## src/rtl/counter_ctrl.sv

```systemverilog
// counter_ctrl: run/stop/single-step sequencer, prescaled enable, clear and hex/BCD select.
// Optional auto-swap of the select after SWAP_WRAPS wraps: define COUNTER_CTRL_AUTOSWAP_EN.
module counter_ctrl #(
  parameter int DIV_WIDTH  = 27,
  parameter int DIV_MAX    = 99_999_999,
  parameter int SWAP_WRAPS = 2
) (
  input  logic       counter_ctrl_clk,
  input  logic       counter_ctrl_rst,
  input  logic       counter_ctrl_start,
  input  logic       counter_ctrl_stop,
  input  logic       counter_ctrl_step,
  input  logic       counter_ctrl_mode,
  input  logic [3:0] counter_ctrl_count,
  output logic       counter_ctrl_en,
  output logic       counter_ctrl_clr,
  output logic       counter_ctrl_sel,
  output logic [1:0] counter_ctrl_state,
  output logic [3:0] counter_ctrl_wraps
);
  typedef enum logic [1:0] {IDLE = 2'b00, RUN = 2'b01, PAUSE = 2'b10, STEP = 2'b11} state_t;
  localparam logic [DIV_WIDTH-1:0] DIV_TOP = DIV_WIDTH'(DIV_MAX);
  if (SWAP_WRAPS < 1 || SWAP_WRAPS > 15) begin : g_bad_swap
    $error("SWAP_WRAPS must be in 1..15");
  end
  state_t state, state_nx;
  logic [DIV_WIDTH-1:0] presc;
  logic prev_start, prev_stop, prev_step;
  logic stop_ev, start_ev, step_ev;
  logic en, tick, pause_stop, clr_nx, sel_nx, sel, clr;
  logic [3:0] wraps, wraps_nx;
  // Stop dominates; a losing event in the same cycle is dropped, not deferred.
  assign stop_ev  = counter_ctrl_stop & ~prev_stop;
  assign start_ev = counter_ctrl_start & ~prev_start & ~stop_ev;
  assign step_ev  = counter_ctrl_step & ~prev_step & ~stop_ev & ~start_ev;
  always_ff @(posedge counter_ctrl_clk or posedge counter_ctrl_rst)
    if (counter_ctrl_rst) state <= IDLE;
    else state <= state_nx;
  always_comb begin
    state_nx = state;
    unique case (state)
      IDLE:    state_nx = start_ev ? RUN : step_ev ? STEP : IDLE;
      RUN:     state_nx = stop_ev ? PAUSE : RUN;
      PAUSE:   state_nx = stop_ev ? IDLE : start_ev ? RUN : step_ev ? STEP : PAUSE;
      default: state_nx = PAUSE;
    endcase
    en = (state == RUN && presc == DIV_TOP) || state == STEP;
    pause_stop = state == PAUSE && stop_ev;
  end
  assign tick = en && counter_ctrl_count == (sel ? 4'd9 : 4'd15);
`ifdef COUNTER_CTRL_AUTOSWAP_EN
  logic swap;
  logic [3:0] wraps_inc;
  assign wraps_inc = wraps + 4'd1;
  assign swap      = state == RUN && tick && wraps_inc == 4'(SWAP_WRAPS);
  assign sel_nx    = swap ? ~sel : state == RUN ? sel : counter_ctrl_mode;
  assign clr_nx    = pause_stop | swap;
`else
  assign sel_nx = counter_ctrl_mode;
  assign clr_nx = pause_stop;
`endif
  // Any select change restarts the wrap count, as does a clear.
  assign wraps_nx = (clr_nx || sel_nx != sel) ? 4'd0 : wraps + {3'b000, tick};
  always_ff @(posedge counter_ctrl_clk or posedge counter_ctrl_rst)
    if (counter_ctrl_rst) begin
      presc      <= '0;
      prev_start <= 1'b0;
      prev_stop  <= 1'b0;
      prev_step  <= 1'b0;
      sel        <= 1'b0;
      clr        <= 1'b0;
      wraps      <= 4'd0;
    end else begin
      presc      <= (state == RUN && state_nx == RUN && presc != DIV_TOP) ? presc + DIV_WIDTH'(1) : '0;
      prev_start <= counter_ctrl_start;
      prev_stop  <= counter_ctrl_stop;
      prev_step  <= counter_ctrl_step;
      sel        <= sel_nx;
      clr        <= clr_nx;
      wraps      <= wraps_nx;
    end
  assign counter_ctrl_en    = en;
  assign counter_ctrl_clr   = clr;
  assign counter_ctrl_sel   = sel;
  assign counter_ctrl_state = state;
  assign counter_ctrl_wraps = wraps;
endmodule

```

## config.mk

```make
export PLATFORM = sky130hd
export DESIGN_NAME = counter_ctrl
export DESIGN_NICKNAME = d
export VERILOG_FILES = /design/src/rtl/counter_ctrl.sv
export SDC_FILE = /design/constraint.sdc
export NUM_CORES = 1
export LEC_CHECK = 0
export BUFFER_PORTS_ARGS = -buffer_cell sky130_fd_sc_hd__buf_2
export CORE_ASPECT_RATIO = 0.6
export CORE_UTILIZATION = 23
export CTS_CLUSTER_DIAMETER = 80
export DETAILED_ROUTE_END_ITERATION = 16
export PLACE_DENSITY = 0.37
export SKIP_CTS_REPAIR_TIMING = 1
export SLEW_MARGIN = 20
export SYNTH_ARGS = -nofsm -noshare
export SYNTH_HDL_FRONTEND = slang
export SYNTH_SLANG_ARGS = --single-unit
export TNS_END_PERCENT = 30
```

## constraint.sdc

```tcl
create_clock -name counter_ctrl_clk -period 4.95 [get_ports counter_ctrl_clk]
set_input_delay 0.99 -clock counter_ctrl_clk [delete_from_list [all_inputs] [get_ports counter_ctrl_clk]]
set_output_delay 0.99 -clock counter_ctrl_clk [all_outputs]
set_load 0.01 [all_outputs]
```

Yosys cells after proc, flatten, opt, wreduce, memory -nomap -nowiden
Index checks and enable logic that the tools add are counted.
{"block": "classes", "addsub": 2, "multipliers": 0, "div_mod_pow": 0, "order_cmp": 0, "eq_ne": 8, "n_shift": 0, "muxes": 10, "n_bitwise": 11, "n_reduce_logical": 8}
{"cell": "27-bit by 1-bit adder with 27-bit output, second input constant", "n": 1}
{"cell": "27-bit == test, second input constant", "n": 1}
{"cell": "27-bit two-way mux", "n": 1}
{"cell": "27-bit inequality test, second input constant", "n": 1}
{"cell": "2-bit two-way mux", "n": 5}
{"cell": "1-bit bitwise AND", "n": 6}
{"cell": "2-bit case mux with 3 select lines", "n": 1}
{"cell": "1-bit logical AND", "n": 5}
{"cell": "1-bit NOT", "n": 5}
{"cell": "4-bit by 1-bit adder with 4-bit output", "n": 1}
{"cell": "2-bit by 1-bit == test with 1-bit output, second input constant", "n": 2}
{"cell": "2-bit == test, second input constant", "n": 2}
{"cell": "4-bit == test", "n": 1}
{"cell": "4-bit two-way mux", "n": 1}
{"cell": "3-bit two-way mux", "n": 1}
{"cell": "2-bit zero test", "n": 1}
{"cell": "1-bit logical OR", "n": 2}
{"cell": "1-bit two-way mux", "n": 1}
{"cell": "1-bit inequality test", "n": 1}
{"block": "totals", "reg_bits": 38, "latch_bits": 0, "ramBits": 0, "romBits": 0, "in_bits": 10, "out_inout_bits": 9, "wordCells": 47, "memories": 0}

Depth between registers and ports, before layout
Gate-level depths: netlist of the first run.
{"block": "logic_depth", "word_depth": 14, "depth_mapped": 10, "ltp_nobuf": 10}

Worst setup path before layout of the first run
No wires, ideal clock.
{"block": "synth_path", "path_type": "register -> output", "start": "register presc[0]", "end": "output port counter_ctrl_en", "arrival_time_ns": 1.427, "t_required_ns": 3.960, "slack_ns": 2.533, "path_stages_with_launch": 6, "n_path_buf": 0, "cell_sequence": "dfrtp_1 ha_1 and4_1 nand4_1 nor4_1 o21a_1"}
{"block": "synth_between", "elab_chain_cells": 3}
{"element": "start, declared", "line": "27", "source": "logic [DIV_WIDTH-1:0] presc;"}
{"element": "start signal, assigned", "line": "74", "source": "presc <= (state == RUN && state_nx == RUN && presc != DIV_TOP) ? presc + DIV_WIDTH'(1) : '0;"}
{"element": "27-bit == test", "line": "47", "source": "en = (state == RUN && presc == DIV_TOP) || state == STEP;"}
{"element": "1-bit logical AND", "line": "47"}
{"element": "1-bit logical OR", "line": "47"}
{"element": "end, declared", "line": "15", "source": "output logic counter_ctrl_en,"}
No other way between the ends.

Worst setup path after layout of the first run
Same ends and word-level chain as after synthesis.

==> results by group, run 1 <==
Synthesis
  • Syn nets: 197
  • Mapped Cells: about 180
  • Register area share after synthesis: between 50% and 60%
  • Largest cells by area after synthesis: dfrtp_1 52%, xnor2_1 8.6%, nor2_1 6.9%, xor2_1 4.3%, nand3_1 2.7%
  • Yosys reg bits: 38
  • Syn. warnings: 0
  • Yosys top cell by area: dfrtp_1
  • Syn Area/Cell: 9.98 um^2
  • Post-synth EDFFs: 0
  • Main flop type after synthesis: dfrtp_1
  • Most frequent cell after synthesis: dfrtp_1
  • Post-synth cell types: 34
  • Synth cell count leaders: 38 x dfrtp_1, 34 x nor2_1, 18 x xnor2_1
  • Top-area cell type share of the netlist area: 51.8%
  • Share of flip-flops with an asynchronous set or reset: 100%
  • Syn Std Cell Area: approximately 0.0018 mm^2

Global route
  • Grt ovf: 0
  • Largest net degree at the start of global routing: 29
  • Total track usage: 10.8%
  • Initial antenna violation count: 0
  • First-pass GRT wire length: approximately 6700 um
  • Vias in the first global route: 1,250

Detailed routing
  • DRT Pass-1 Iters: 4
  • Routed len/inst: 12.6 um
  • Total number of vias: ~1,300
  • DRC viols: 0
  • DRT antenna net count: 0
  • Avg Vias per Cell: between 4 and 5
  • Drt total wl: 3880 um
  • DRT iter0 DRCs: 44

Timing
  • Maximum clock frequency: 340 MHz
  • Final setup viols: 0
  • RSZ-0062 raised after global routing: no
  • Worst-margin pin slew: 0.954 ns
  • Slew Limit Fails: 0
  • Layout Skew: approximately 0.0044 ns
  • Slew Limit Headroom: 36.4%
  • Final Hold Viols: 0
  • Tmin final: 2.94 ns
  • Setup_tns: 0 ns
  • Tcrit/Tclk final: between 50 and 60%

Critical path
  • CP max FO: 4
  • CP required: about 4.0 ns
  • Crit end category: output port
  • Crit path arrival time: 1.95 ns
  • WS Path Type: flop to output port
  • Startpoint Class: flop

Pwr
  • Power density over cell area: 320 mW/mm^2
  • Peak VDD IR: 0.0000984 V
  • Lkg Pwr: 0.852 nW

Clock tree
  • H-tree levels: 2
  • Worst-path clk slew: 0.06 ns
  • Clock tree sinks: 38
  • CTS max path bufs: 2
  • Clock root buffer: clkbuf_16
  • TritonCTS Buffers: 5
  • CTS tree: built
  • Worst-Skew Late Latency: between 0.2 and 0.3 ns

Final layout
  • Final nets: approximately 220
  • Utilization after layout: between 20 and 30%
  • Diode count: 0
  • Area grow syn2layout: 18.0%
  • Post-route design area: around 0.0022 mm^2
  • Layout cells sized above 1: around 15%
  • Fillers: about 800

Placement
  • Placed cell area: between 0.002 and 0.0025 mm^2
  • Port bufs: 18
  • DPL Wire Length: 2810 um
  • Routability cong.: approximately 0.66

Floorplanning
  • Die Area: between 0.008 and 0.009 mm^2
  • Core area: approximately 0.0075 mm^2
  • I/O pin count: 19
  • Initial Util: 24.6%
  • Die H: roughly 70 um
  • Std cell rows: 24
  • Die Span X: approximately 120 um

Outcome
  • Status: finished, final reports clean

Hold path
  • Class of the tightest hold or removal check: flop to flop

Job
  • Max-Cap Viols: 0
-- worst paths after layout --
kind | startpoint | to | slack (ns) | cells past startpoint
worst max-delay path | presc[0] | counter_ctrl_en | 2.01 | 6
worst min-delay path | presc[0] | presc[0] | 0.48 | 1
worst max register to register | presc[0] | presc[18] | 2.50 | 6
worst min register to register | presc[0] | presc[0] | 0.48 | 1
max in group asynchronous | counter_ctrl_rst | presc[4] | 3.51 | 3
min in group asynchronous | counter_ctrl_rst | presc[26] | 0.70 | 2
-- state kept, by name, summed over array words and instances (netlist names) --
register	flops
presc	27
counter_ctrl_state	2
prev_start	1
counter_ctrl_clr	1
counter_ctrl_sel	1
counter_ctrl_wraps	4
prev_step	1
prev_stop	1
-- per-layer routing --
metal  wire length, um  vias to the layer above  part of all wire, %  track usage (%)
met2              1290                       16                   33             12.9
li1                  -                      661                    -                -
met5                 0                        -                    0                0
met1              2380                      584                   61             16.5
met3               150                        7                  3.9             3.82
met4                59                        0                  1.5             4.76
-- power by group --
group / internal [W] / switching, W / total [W]
logic: 0.0000195 / 0.0000383 / 0.0000578
registers: 0.000320 / 0.0000102 / 0.000330
clock network: 0.000184 / 0.000120 / 0.000305
-- metrics by stage --
step           hold WS (ns)  instances  power [W]  worst slack [ns]
2_1_floorplan         0.455        184   0.000372              2.53
3_3_place_gp          0.476        302   0.000397              2.32
3_5_place_dp          0.479        302   0.000396              2.28
4_1_cts               0.490        309   0.000709              1.97
5_1_grt               0.522        309   0.000729              1.82
6_report              0.484        309   0.000693              2.01
-- final cells by class --
| class | count | area, um^2 | area share (%) |
|---|---|---|---|
| Clock buffer | 7 | 133 | 6.12 |
| Inverter | 6 | 22.5 | 1.04 |
| Multi-Input combinational cell | 135 | 833 | 38.5 |
| Sequential cell | 38 | 951 | 43.9 |
| Tap cell | 104 | 130 | 6.00 |
| Timing Repair Buffer | 19 | 97.6 | 4.50 |
-- layout by cell type, fill, tap and decap left out, types with 2 or more instances in the layout --
cell       count
a21oi_1        4
nand2b_1       3
nor4_1         5
xnor2_1       18
buf_2         18
nand2_1       12
dfrtp_1       38
nor2_1        34
nand3_1       10
ha_1           3
clkbuf_16      5
and4_1         3
nand4_1        6
clkbuf_1       2
nor4_2         3
inv_1          6
xor2_1         9
nor3_1         7
nor2b_1        2
and2_1         2
-- worst max-delay path, stage by stage (launching register included) --
cell	delay (ns)
dfrtp_1	0.38
ha_1	0.23
and4_1	0.25
nand4_1	0.14
nor4_1	0.36
o21a_1	0.18
buf_2	0.13
-- logic make-up (layout without fill, tap and decap cells) --
family / Yosys count / after routing / synth area share, %
DFF: 38 / 38 / 51.8
buffers and inverters: 11 / 32 / 2.86
AOI/OAI and AO/OA: 7 / 7 / 2.25
adders and majority gates: 3 / 3 / 2.04
and+or+nand+nor: 98 / 98 / 28.2
xor gates and xnor gates: 27 / 27 / 12.9
(Power assumes the default switching activity.)
==> inputs of run 2 (changes only) <==
- PLACE_DENSITY: 0.37 -> 0.38
- clock period: 4.95 -> 2.4 ns (I/O delays scaled with it)
==> run 2 against run 1 <==
Die area did not move. Sequential power up 110%. Clock-buffer cell count is 1 lower. Highest routed layer unchanged. Worst hold slack got worse by 0.16 ns. Critical endpoint unchanged. Largest cell class unchanged. Sequential share of layout area shrank 2.8 points. Sequential cell count stayed put. Non-clock buffer count rose by 13. Utilization up 2.0 points. First-iteration DRC count increased by 4.5%. Combinational power grew 130%. Largest power group unchanged.
==> results by group, run 2 (same netlist as run 1, synthesis figures left out) <==
Floorplanning
  • Die H: 71.2 um (unchanged)
  • Die Span X: 117 um (unchanged)
  • Core area: 0.00748 mm^2 (unchanged)
  • Std cell rows: 24 (unchanged)
  • Initial Util: 24.6% (unchanged)
  • I/O pin count: 19 (unchanged)
  • Die Area: 0.00836 mm^2 (unchanged)

Final layout
  • Post-route design area: 0.00231 mm^2 (+6.8%)
  • Layout cells sized above 1: 22.6% (+7.5 points)
  • Fillers: 784 (-3.0%)
  • Largest Register: presc
  • Diode count: 0 (unchanged)
  • Final nets: 231 (+6.0%)
  • Area grow syn2layout: 26.0%
  • Most common cell after layout, fill and taps aside: dfrtp_1
  • Max reg flops: 27 (unchanged)
  • Most frequent cells in the layout: 38 x dfrtp_1, 34 x nor2_1, 18 x xnor2_1, 18 x buf_2, 13 x buf_4

Clock tree
  • TritonCTS Buffers: 5 (unchanged)
  • CTS max path bufs: 2 (unchanged)
  • Worst-Skew Late Latency: 0.28 ns (about the same)
  • Clock root buffer: clkbuf_16
  • CTS tree: built
  • Worst-path clk slew: 0.05 ns (about the same)
  • H-tree levels: 2 (unchanged)
  • Clock tree sinks: 38 (unchanged)

Critical path
  • Startpoint Class: flop
  • WS Path Type: flop to output port
  • CP required: 1.92 ns (-2.04 ns)
  • Critical path's largest stage delay: 0.46 ns (+0.08 ns)
  • Crit path arrival time: 1.84 ns (-0.11 ns)
  • Crit end category: output port
  • CP max FO: 3 (-1)
  • Crit path buf inv count: 1 (unchanged)
  • Slowest cell on crit path: or4_4
  • Cell Chain, Critical Path: nand3_2, or4_4, nor4_4, o21a_1, buf_2
  • Largest delay share family, worst path: simple AND/OR/NAND/NOR gates

Placement
  • DPL Wire Length: 2790 um (-0.69%)
  • Port bufs: 18 (unchanged)
  • Placed cell area: 0.00211 mm^2 (+3.9%)
  • Routability cong.: 0.724 (+9.3%)

Timing
  • Worst-margin pin slew: 0.505 ns (-0.449 ns)
  • Tcrit/Tclk final: roughly 97%
  • Slew Limit Fails: 0 (unchanged)
  • Hold Slack: 0.321 ns (-0.163 ns)
  • Final Hold Viols: 0 (unchanged)
  • Slew Limit Headroom: 66.3% (+30 points)
  • RSZ-0062 raised after global routing: yes
  • Layout Skew: 0.00530 ns (+0.000882 ns)
  • Maximum clock frequency: 430 MHz
  • Tmin final: roughly 2.3 ns
  • Final setup viols: 0 (unchanged)

Global route
  • Vias in the first global route: 1,194 (-4.5%)
  • Largest net degree at the start of global routing: 39 (+34%)
  • Grt ovf: 0 (unchanged)
  • First-pass GRT wire length: 6450 um (-3.0%)
  • Initial antenna violation count: 0 (unchanged)
  • Total track usage: 10.3% (-0.45 points)

Outcome
  • Status: finished, final reports clean

Detailed routing
  • Total number of vias: 1,296 (+2.2%)
  • DRT Pass-1 Iters: 4 (unchanged)
  • DRT iter0 DRCs: 46 (+4.5%)
  • Routed len/inst: 12.3 um (-1.9%)
  • DRC viols: 0 (unchanged)
  • Avg Vias per Cell: 4.04 (-1.6%)
  • Drt total wl: 3960 um (+1.9%)
  • DRT antenna net count: 0 (unchanged)

Pwr
  • Overall power: 0.00145 W (+110%)
  • Peak VDD IR: 0.000234 V (+140%)
  • Lkg Pwr: 0.954 nW (+12%)
  • Power density over cell area: 628 mW/mm^2 (+97%)

Job
  • Max-Cap Viols: 0 (unchanged)

Hold path
  • Class of the tightest hold or removal check: primary input to asynchronous set/reset pin
[run 2: worst reg2reg max path, stage by stage, from the launching register on]
cell,delay [ns]
dfrtp_1,0.39
nand3_2,0.11
or4_4,0.46
nor4_4,0.32
o21a_1,0.16
and4_1,0.22
ha_1,0.17
ha_1,0.23
and2_1,0.13
[run 2: path summary, 6_finish.rpt]
check	startpoint	end	slack (ns)	cells past startpoint
setup / recovery	presc[14]	counter_ctrl_en	0.08	5
hold / removal	counter_ctrl_rst	counter_ctrl_wraps[2]	0.32	3
setup reg to reg	presc[14]	counter_ctrl_wraps[1]	0.10	8
hold reg to reg	presc[0]	presc[0]	0.48	1
max in group asynchronous	counter_ctrl_rst	presc[23]	1.72	3
min in group counter_ctrl_clk	counter_ctrl_start	prev_start	0.32	1
[run 2: cell type report]
| cell class | count | area, um^2 | area share [%] |
|---|---|---|---|
| clock buffers | 6 | 139 | 6.00 |
| multi-input cells | 135 | 863 | 37.3 |
| inverters | 6 | 22.5 | 0.973 |
| well taps | 104 | 130 | 5.62 |
| repair buffers | 32 | 208 | 8.98 |
| flip-flops and latches | 38 | 951 | 41.1 |
[run 2: routing by layer]
layer	up-vias	wire length [um]	track usage, %
li1	693	-	-
met3	7	176	4.14
met5	-	0	0
met4	0	48	3.90
met2	16	1320	11.6
met1	580	2410	16.3
[run 2: per-stage QoR]
stage	TNS [ns]	cells	util, %	setup WS [ns]
after floorplan	0	184	-	0.161
after global placement	0	311	28.3	0.108
after detailed placement	-0.0366	311	28.3	-0.0366
after CTS	-0.106	317	30.1	-0.0697
after global routing	-0.0614	321	30.9	-0.0340
final	0	321	30.9	0.0765
[run 2: where the power goes]
group	leakage (nW)	internal, W	switching (W)
logic	0.368	0.0000528	0.0000818
registers	0.517	0.000660	0.0000208
clock network	0.0688	0.000401	0.000237
